===== src/rtl/fb_read_arbiter.sv =====
// Frame-buffer read-port arbiter: video (real-time) vs CPU (best-effort) with bounded CPU starvation.
// Optional statistics outputs when FB_ARB_STATS_EN is defined.
module fb_read_arbiter #(
    parameter int unsigned AW         = 17,
    parameter int unsigned DW         = 32,
    parameter int unsigned RD_LAT     = 2,
    parameter int unsigned STARVE_MAX = 8
) (
    input  logic          clk,
    input  logic          reset,
    input  logic          vid_req,
    input  logic [AW-1:0] vid_addr,
    output logic          vid_gnt,
    output logic          vid_valid,
    output logic [DW-1:0] vid_data,
    input  logic          cpu_req,
    input  logic [AW-1:0] cpu_addr,
    output logic          cpu_gnt,
    output logic          cpu_valid,
    output logic [DW-1:0] cpu_data,
    output logic [AW-1:0] rdaddress,
    input  logic [DW-1:0] q
`ifdef FB_ARB_STATS_EN
    ,
    output logic [15:0]   cpu_stall_cycles,
    output logic [7:0]    forced_grants
`endif
);

    localparam int unsigned SW = $clog2(STARVE_MAX + 1);
    localparam logic [SW-1:0] STARVE_LIM = SW'(STARVE_MAX);

    logic [SW-1:0]   starve_cnt;
    logic            starve_at_max;
    logic [RD_LAT:0] tag_v;
    logic [RD_LAT:0] tag_cpu;

    assign starve_at_max = (starve_cnt == STARVE_LIM);

    // Grants are gated by reset so nothing is handshaken while the block is held in reset.
    always_comb begin
        vid_gnt = 1'b0;
        cpu_gnt = 1'b0;
        if (reset) begin
            if (vid_req && cpu_req) begin
                if (starve_at_max) cpu_gnt = 1'b1;
                else               vid_gnt = 1'b1;
            end else begin
                vid_gnt = vid_req;
                cpu_gnt = cpu_req;
            end
        end
    end

    always_ff @(posedge clk or negedge reset) begin
        if (!reset) begin
            starve_cnt <= '0;
        end else if (!cpu_req || cpu_gnt) begin
            starve_cnt <= '0;
        end else if (!starve_at_max) begin
            starve_cnt <= starve_cnt + 1'b1;
        end
    end

    always_ff @(posedge clk or negedge reset) begin
        if (!reset) begin
            rdaddress <= '0;
        end else if (vid_gnt) begin
            rdaddress <= vid_addr;
        end else if (cpu_gnt) begin
            rdaddress <= cpu_addr;
        end
    end

    // Tag stage RD_LAT lines up with the cycle in which q holds the data for that read.
    always_ff @(posedge clk or negedge reset) begin
        if (!reset) begin
            tag_v   <= '0;
            tag_cpu <= '0;
        end else begin
            tag_v   <= {tag_v[RD_LAT-1:0], vid_gnt | cpu_gnt};
            tag_cpu <= {tag_cpu[RD_LAT-1:0], cpu_gnt};
        end
    end

    always_ff @(posedge clk or negedge reset) begin
        if (!reset) begin
            vid_valid <= 1'b0;
            cpu_valid <= 1'b0;
            vid_data  <= '0;
            cpu_data  <= '0;
        end else begin
            vid_valid <= 1'b0;
            cpu_valid <= 1'b0;
            if (tag_v[RD_LAT]) begin
                if (tag_cpu[RD_LAT]) begin
                    cpu_data  <= q;
                    cpu_valid <= 1'b1;
                end else begin
                    vid_data  <= q;
                    vid_valid <= 1'b1;
                end
            end
        end
    end

`ifdef FB_ARB_STATS_EN
    always_ff @(posedge clk or negedge reset) begin
        if (!reset) begin
            cpu_stall_cycles <= '0;
            forced_grants    <= '0;
        end else begin
            if (cpu_req && !cpu_gnt && (cpu_stall_cycles != '1))
                cpu_stall_cycles <= cpu_stall_cycles + 1'b1;
            if (cpu_gnt && vid_req && (forced_grants != '1))
                forced_grants <= forced_grants + 1'b1;
        end
    end
`endif

endmodule


===== config.mk =====
export PLATFORM = sky130hd
export DESIGN_NAME = fb_read_arbiter
export DESIGN_NICKNAME = d
export VERILOG_FILES = /design/src/rtl/fb_read_arbiter.sv
export SDC_FILE = /design/constraint.sdc
export NUM_CORES = 1
export LEC_CHECK = 0
export ABC_AREA = 1
export CAP_MARGIN = 25
export CELL_PAD_IN_SITES_DETAIL_PLACEMENT = 0
export CELL_PAD_IN_SITES_GLOBAL_PLACEMENT = 2
export CORE_ASPECT_RATIO = 1.5
export CORE_MARGIN = 5
export CORE_UTILIZATION = 22
export CTS_CLUSTER_SIZE = 28
export DETAILED_ROUTE_END_ITERATION = 10
export PLACE_DENSITY_LB_ADDON = 0.25
export REMOVE_ABC_BUFFERS = 1
export SYNTH_ARGS = -nofsm -noshare
export SYNTH_HDL_FRONTEND = slang
export SYNTH_SLANG_ARGS = --single-unit

===== constraint.sdc =====
create_clock -name clk -period 1.4 [get_ports clk]
set_clock_uncertainty 0.05 [all_clocks]
set_input_delay 0.21 -clock clk [delete_from_list [all_inputs] [get_ports clk]]
set_output_delay 0.21 -clock clk [all_outputs]
set_load 0.005 [all_outputs]

Yosys cells after proc, flatten, opt, wreduce, memory -nomap -nowiden
Cells that the tools add are included.
{"block": "totals", "out_inout_bits": 85, "regBits": 93}
{"block": "op_classes", "n_bitwise": 2, "reduce_logical": 6, "eq_ne": 2, "n_addsub": 1, "mux": 14}
{"cell": "17-bit 2-to-1 mux", "n": 2}
{"cell": "1-bit 2-to-1 mux", "n": 10}
{"cell": "4-bit 2-to-1 mux", "n": 2}
{"cell": "4-bit by 1-bit adder with 4-bit output (second input constant)", "n": 1}
{"cell": "4-bit == test (second input constant)", "n": 1}
{"cell": "2-bit AND reduction", "n": 2}
{"cell": "2-bit by 1-bit != test with 1-bit output (second input constant)", "n": 1}
{"cell": "2-bit nonzero test", "n": 1}
{"cell": "1-bit logical AND", "n": 1}
{"cell": "1-bit logical NOT", "n": 1}
{"cell": "1-bit logical OR", "n": 1}
{"cell": "1-bit inverter", "n": 1}
{"cell": "1-bit OR", "n": 1}

Logic depth before layout (Yosys ltp)
{"block": "depth", "depth_word": 6, "depth_mapped": 8, "depth_no_buf": 7}

Least setup slack after synthesis
No wires, ideal clock.
{"block": "synth_timing", "path_kind": "register -> register", "start": "register starve_cnt[0]", "end": "register rdaddress[10]", "path_stages_with_launch": 9, "arrival_ns": 1.215, "period_less_slack_ns": 1.382, "n_path_buf": 1, "setup_slack_ns": 0.018, "path_cell_list": "dfrtp_1 -> inv_1 -> ha_1 -> nand4_4 -> nand2_4 -> buf_6 -> nand2_1 -> nand3_1 -> nand2_1"}
{"block": "synth_via", "elab_chain_cells": 5, "word_cells_on_any_way": 9, "cone_classes": "eq/ne: 1; mux: 7; reduce/logical: 1"}
{"item": "start: declaration", "line_no": "33", "source": "logic [SW-1:0] starve_cnt;"}
{"item": "start signal: assignment", "line_no": "61", "source": "starve_cnt <= starve_cnt + 1'b1;"}
{"item": "4-bit == test *", "line_no": "38", "source": "assign starve_at_max = (starve_cnt == STARVE_LIM);"}
{"item": "1-bit 2-to-1 mux", "line_no": "46", "source": "if (starve_at_max) cpu_gnt = 1'b1;"}
{"item": "1-bit 2-to-1 mux", "line_no": "45", "source": "if (vid_req && cpu_req) begin"}
{"item": "1-bit 2-to-1 mux", "line_no": "44", "source": "if (reset) begin"}
{"item": "17-bit 2-to-1 mux / 2-bit nonzero test (equally long branches)"}
{"item": "end signal: assignment", "line_no": "69", "source": "rdaddress <= vid_addr;"}
{"item": "end signal: assignment", "line_no": "71", "source": "rdaddress <= cpu_addr;"}
{"item": "end: declaration", "line_no": "21", "source": "output logic [AW-1:0] rdaddress,"}
Mark *: on every way between the ends. The rest lies on a longest branch, timed or not.
A chain may end at the register's enable or synchronous reset.

Worst setup path in the final report
{"block": "layout_timing", "start": "register starve_cnt[0]", "end": "output cpu_gnt"}
{"block": "layout_via", "elab_chain_cells": 4}
{"item": "4-bit == test", "line_no": "38"}
{"item": "1-bit 2-to-1 mux", "line_no": "46"}
{"item": "1-bit 2-to-1 mux", "line_no": "45"}
{"item": "1-bit 2-to-1 mux", "line_no": "44"}
{"item": "end: declaration", "line_no": "18", "source": "output logic cpu_gnt,"}
No other way between the ends.

==> flow_summary.toml <==
[status]
status = "finished with violations"
violations = "setup timing"

[floorplanning]
fp-row-count = 58
pin_count = 155
dieArea_sq_um = 20000
die_height_um = 171
core_sq_um = 16900
initial_core_util_pct = 22.5
fp.dieW_um = 117

[hold_path]
hold_class = "input port to async pin"

[routing]
drtIter0Drc = 162
via_count = 3292
viasPerCell = 4.06
antenna_left = 0
routedWlPerCell_um = 13.4
drt_first_pass_iters = 4
drt_wl_total_um = 10900
drcViolationCount = 0

[yosys]
synth.yosys.seq_area_share_pct = 61.3
synth_xor_area_share_pct = 0.461
synth_cells = 426
synthMuxAreaShare_pct = 0
synth.distinct_cells = 18
syn_area_sq_um = 3800
ys_warn_count = 0
yosys.area_share.simple_pct = 18.5
avgSynthCellArea_sq_um = 8.91
synth_compound_area_share_pct = 8.90
ys_ff_latch = 93
synthAdderAreaFrac_pct = 0.659
synth_top_family_by_area = "simple AND/OR/NAND/NOR gates"

[clocking]
clock-sinks = 93
cts_made_buffers = 9
htreeDepth = 3
cts_tree = "built"
clock-root-buffer = "clkbuf_16"
cts_max_path_buffers = 2
clkTransAtPathRegs_ns = 0.07
clk_latency_ns = 0.33

[layout]
register_area_sq_um = 2330
layout-drive-gt1-share_pct = 9.00
area_growth_pct = 57.7
nNetsFinal = 667
fin_util_pct = 35.4
mostFrequentLayoutCells = "120 x nand2_1, 93 x dfrtp_1, 83 x dlygate4sd2_1"
final_common_cell = "nand2_1"
nFillCells = 1814
multi_input_area_sq_um = 1120
n_antenna_cell = 0
final_cells = 810

[global_route]
use_met2_pct = 18.4
grt_pass1_vias = 3571
globalRoute.busiestLayer = "met2"
overflow = 0
gr-usage-met1_pct = 13.8
grt_use_total_pct = 11.1
grt_max_degree = 75
grtUsageMet3_pct = 3.18
antenna_found_initial = 1
grt_pass1_wl_um = 17800

[timing]
slew_violations = 0
finalCritPeriodShare_pct = 113
setup_viol = 2
tightest_slew_ns = 0.346
slew_headroom_pct = 76.9
hold_viol_final = 0
period_minus_slack_ns = 1.58
fmax_mhz = 632
fin_ws_ns = -0.182
rsz0062_at_grt = "true"

[worst_setup_path]
end_kind = "primary output"
critPathMaxFanout = 2
cp.required_ns = 1.14
critical_path_class = "flop to primary output"
cp-start-kind = "flop"
cp.arrival_ns = 1.32

[placement]
dpl.hpwl_um = 8040
io_buffers = 154
routabilityCongestion = 0.777
placed_cells = 787

[run]
max_cap_viol_count = 0

[power_and_ir_drop]
power.leakage_nw = 3.14
powerDensity_nw_per_um2 = 1250
irDropWorstVdd_mv = 0.579
timing repair:
| item | CTS | global route |
|---|---|---|
| endpoints found under the hold margin | 19 | 6 |
| setup buffers | 4 | 1 |
| pin swaps | 4 | 3 |
| setup endpoints to repair | 103 | 21 |
| hold buffers | 1 | 1 |
| resized for setup | 99 | 9 |
cell type report:
type	instances	share of cell area, %
clock inverters	6	1.32
repair buffers	176	28.0
flip-flops and latches	93	38.9
multi-input cells	237	18.6
clock buffers	10	3.82
well taps	210	4.39
inverters	78	4.91
cells by family after synthesis:
group | count (synthesis)
buffers and inverters | 96
XOR/XNOR | 2
adder cells (fa/ha/maj) | 2
AO/OA/AOI/OAI | 67
AND/OR/NAND/NOR | 166
flip-flops | 93
synth_stat cells:
library cell  number  area share (%)
nor2_1             4            0.40
buf_6              2            0.59
buf_4              1            0.20
inv_1             75             7.4
o21ai_0           66             8.7
xor2_1             1            0.23
clkinv_2           1            0.13
inv_2              2            0.20
nand3_1           36             4.7
clkbuf_1           9            0.89
o211ai_1           1            0.20
dfrtp_1           93              61
nand4_4            1            0.56
nand2_4            2            0.59
ha_1               2            0.66
xnor2_1            1            0.23
nand2_1          123              12
buf_2              6            0.79
registers in the layout (all words and copies together), names as in the netlist:
signal      flops
cpu_data       32
vid_data       32
rdaddress      17
starve_cnt      4
tag_cpu         3
tag_v           3
cpu_valid       1
vid_valid       1
power by group:
part	switching [mW]	internal, mW
Combinational	0.728	0.891
Sequential	0.222	3.14
Clock	1.11	1.43
Total	2.06	5.46
per-layer routing:
metal / share of wire [%] / routed length (um) / vias up
li1: - / - / 1652
met1: 42 / 4560 / 1511
met2: 48 / 5230 / 119
met3: 8.6 / 932 / 8
met4: 1.1 / 121 / 2
met5: 0.12 / 13 / -
critical path, stage by stage, from the launching register on:
cell     delay (ns)
dfrtp_1        0.39
inv_2          0.08
ha_4           0.15
nand3_2        0.08
nand2_1        0.07
nand2_1        0.06
inv_1          0.06
buf_2          0.11
path summary, 6_finish.rpt:
| path | from | end | slack, ns | cells after the start |
|---|---|---|---|---|
| max in group asynchronous | reset | vid_data[15] | 0.43 | 4 |
| min | reset | starve_cnt[3] | 0.19 | 2 |
| min reg2reg | tag_v[0] | tag_v[1] | 0.30 | 0 |
| max | starve_cnt[0] | cpu_gnt | -0.18 | 7 |
| max reg2reg | starve_cnt[0] | rdaddress[15] | 0.10 | 8 |
| min in group clk | reset | tag_cpu[0] | 0.19 | 5 |
stage by stage:
step                cell area, sq um  hold slack [ns]  setup TNS (ns)  total power, mW  setup slack (ns)
global placement                5660          -0.0314           -5.12             5.31            -0.437
global route                    5990            0.191          -0.520             8.01            -0.278
CTS                             5920            0.138          -0.421             7.68            -0.232
finish                          5990            0.193          -0.345             7.51            -0.182
floorplan                       3700           -0.136           -6.87             3.92            -0.203
detailed placement              5660          -0.0346           -5.18             5.34            -0.427
No activity file was read; power rests on OpenSTA's default activity.
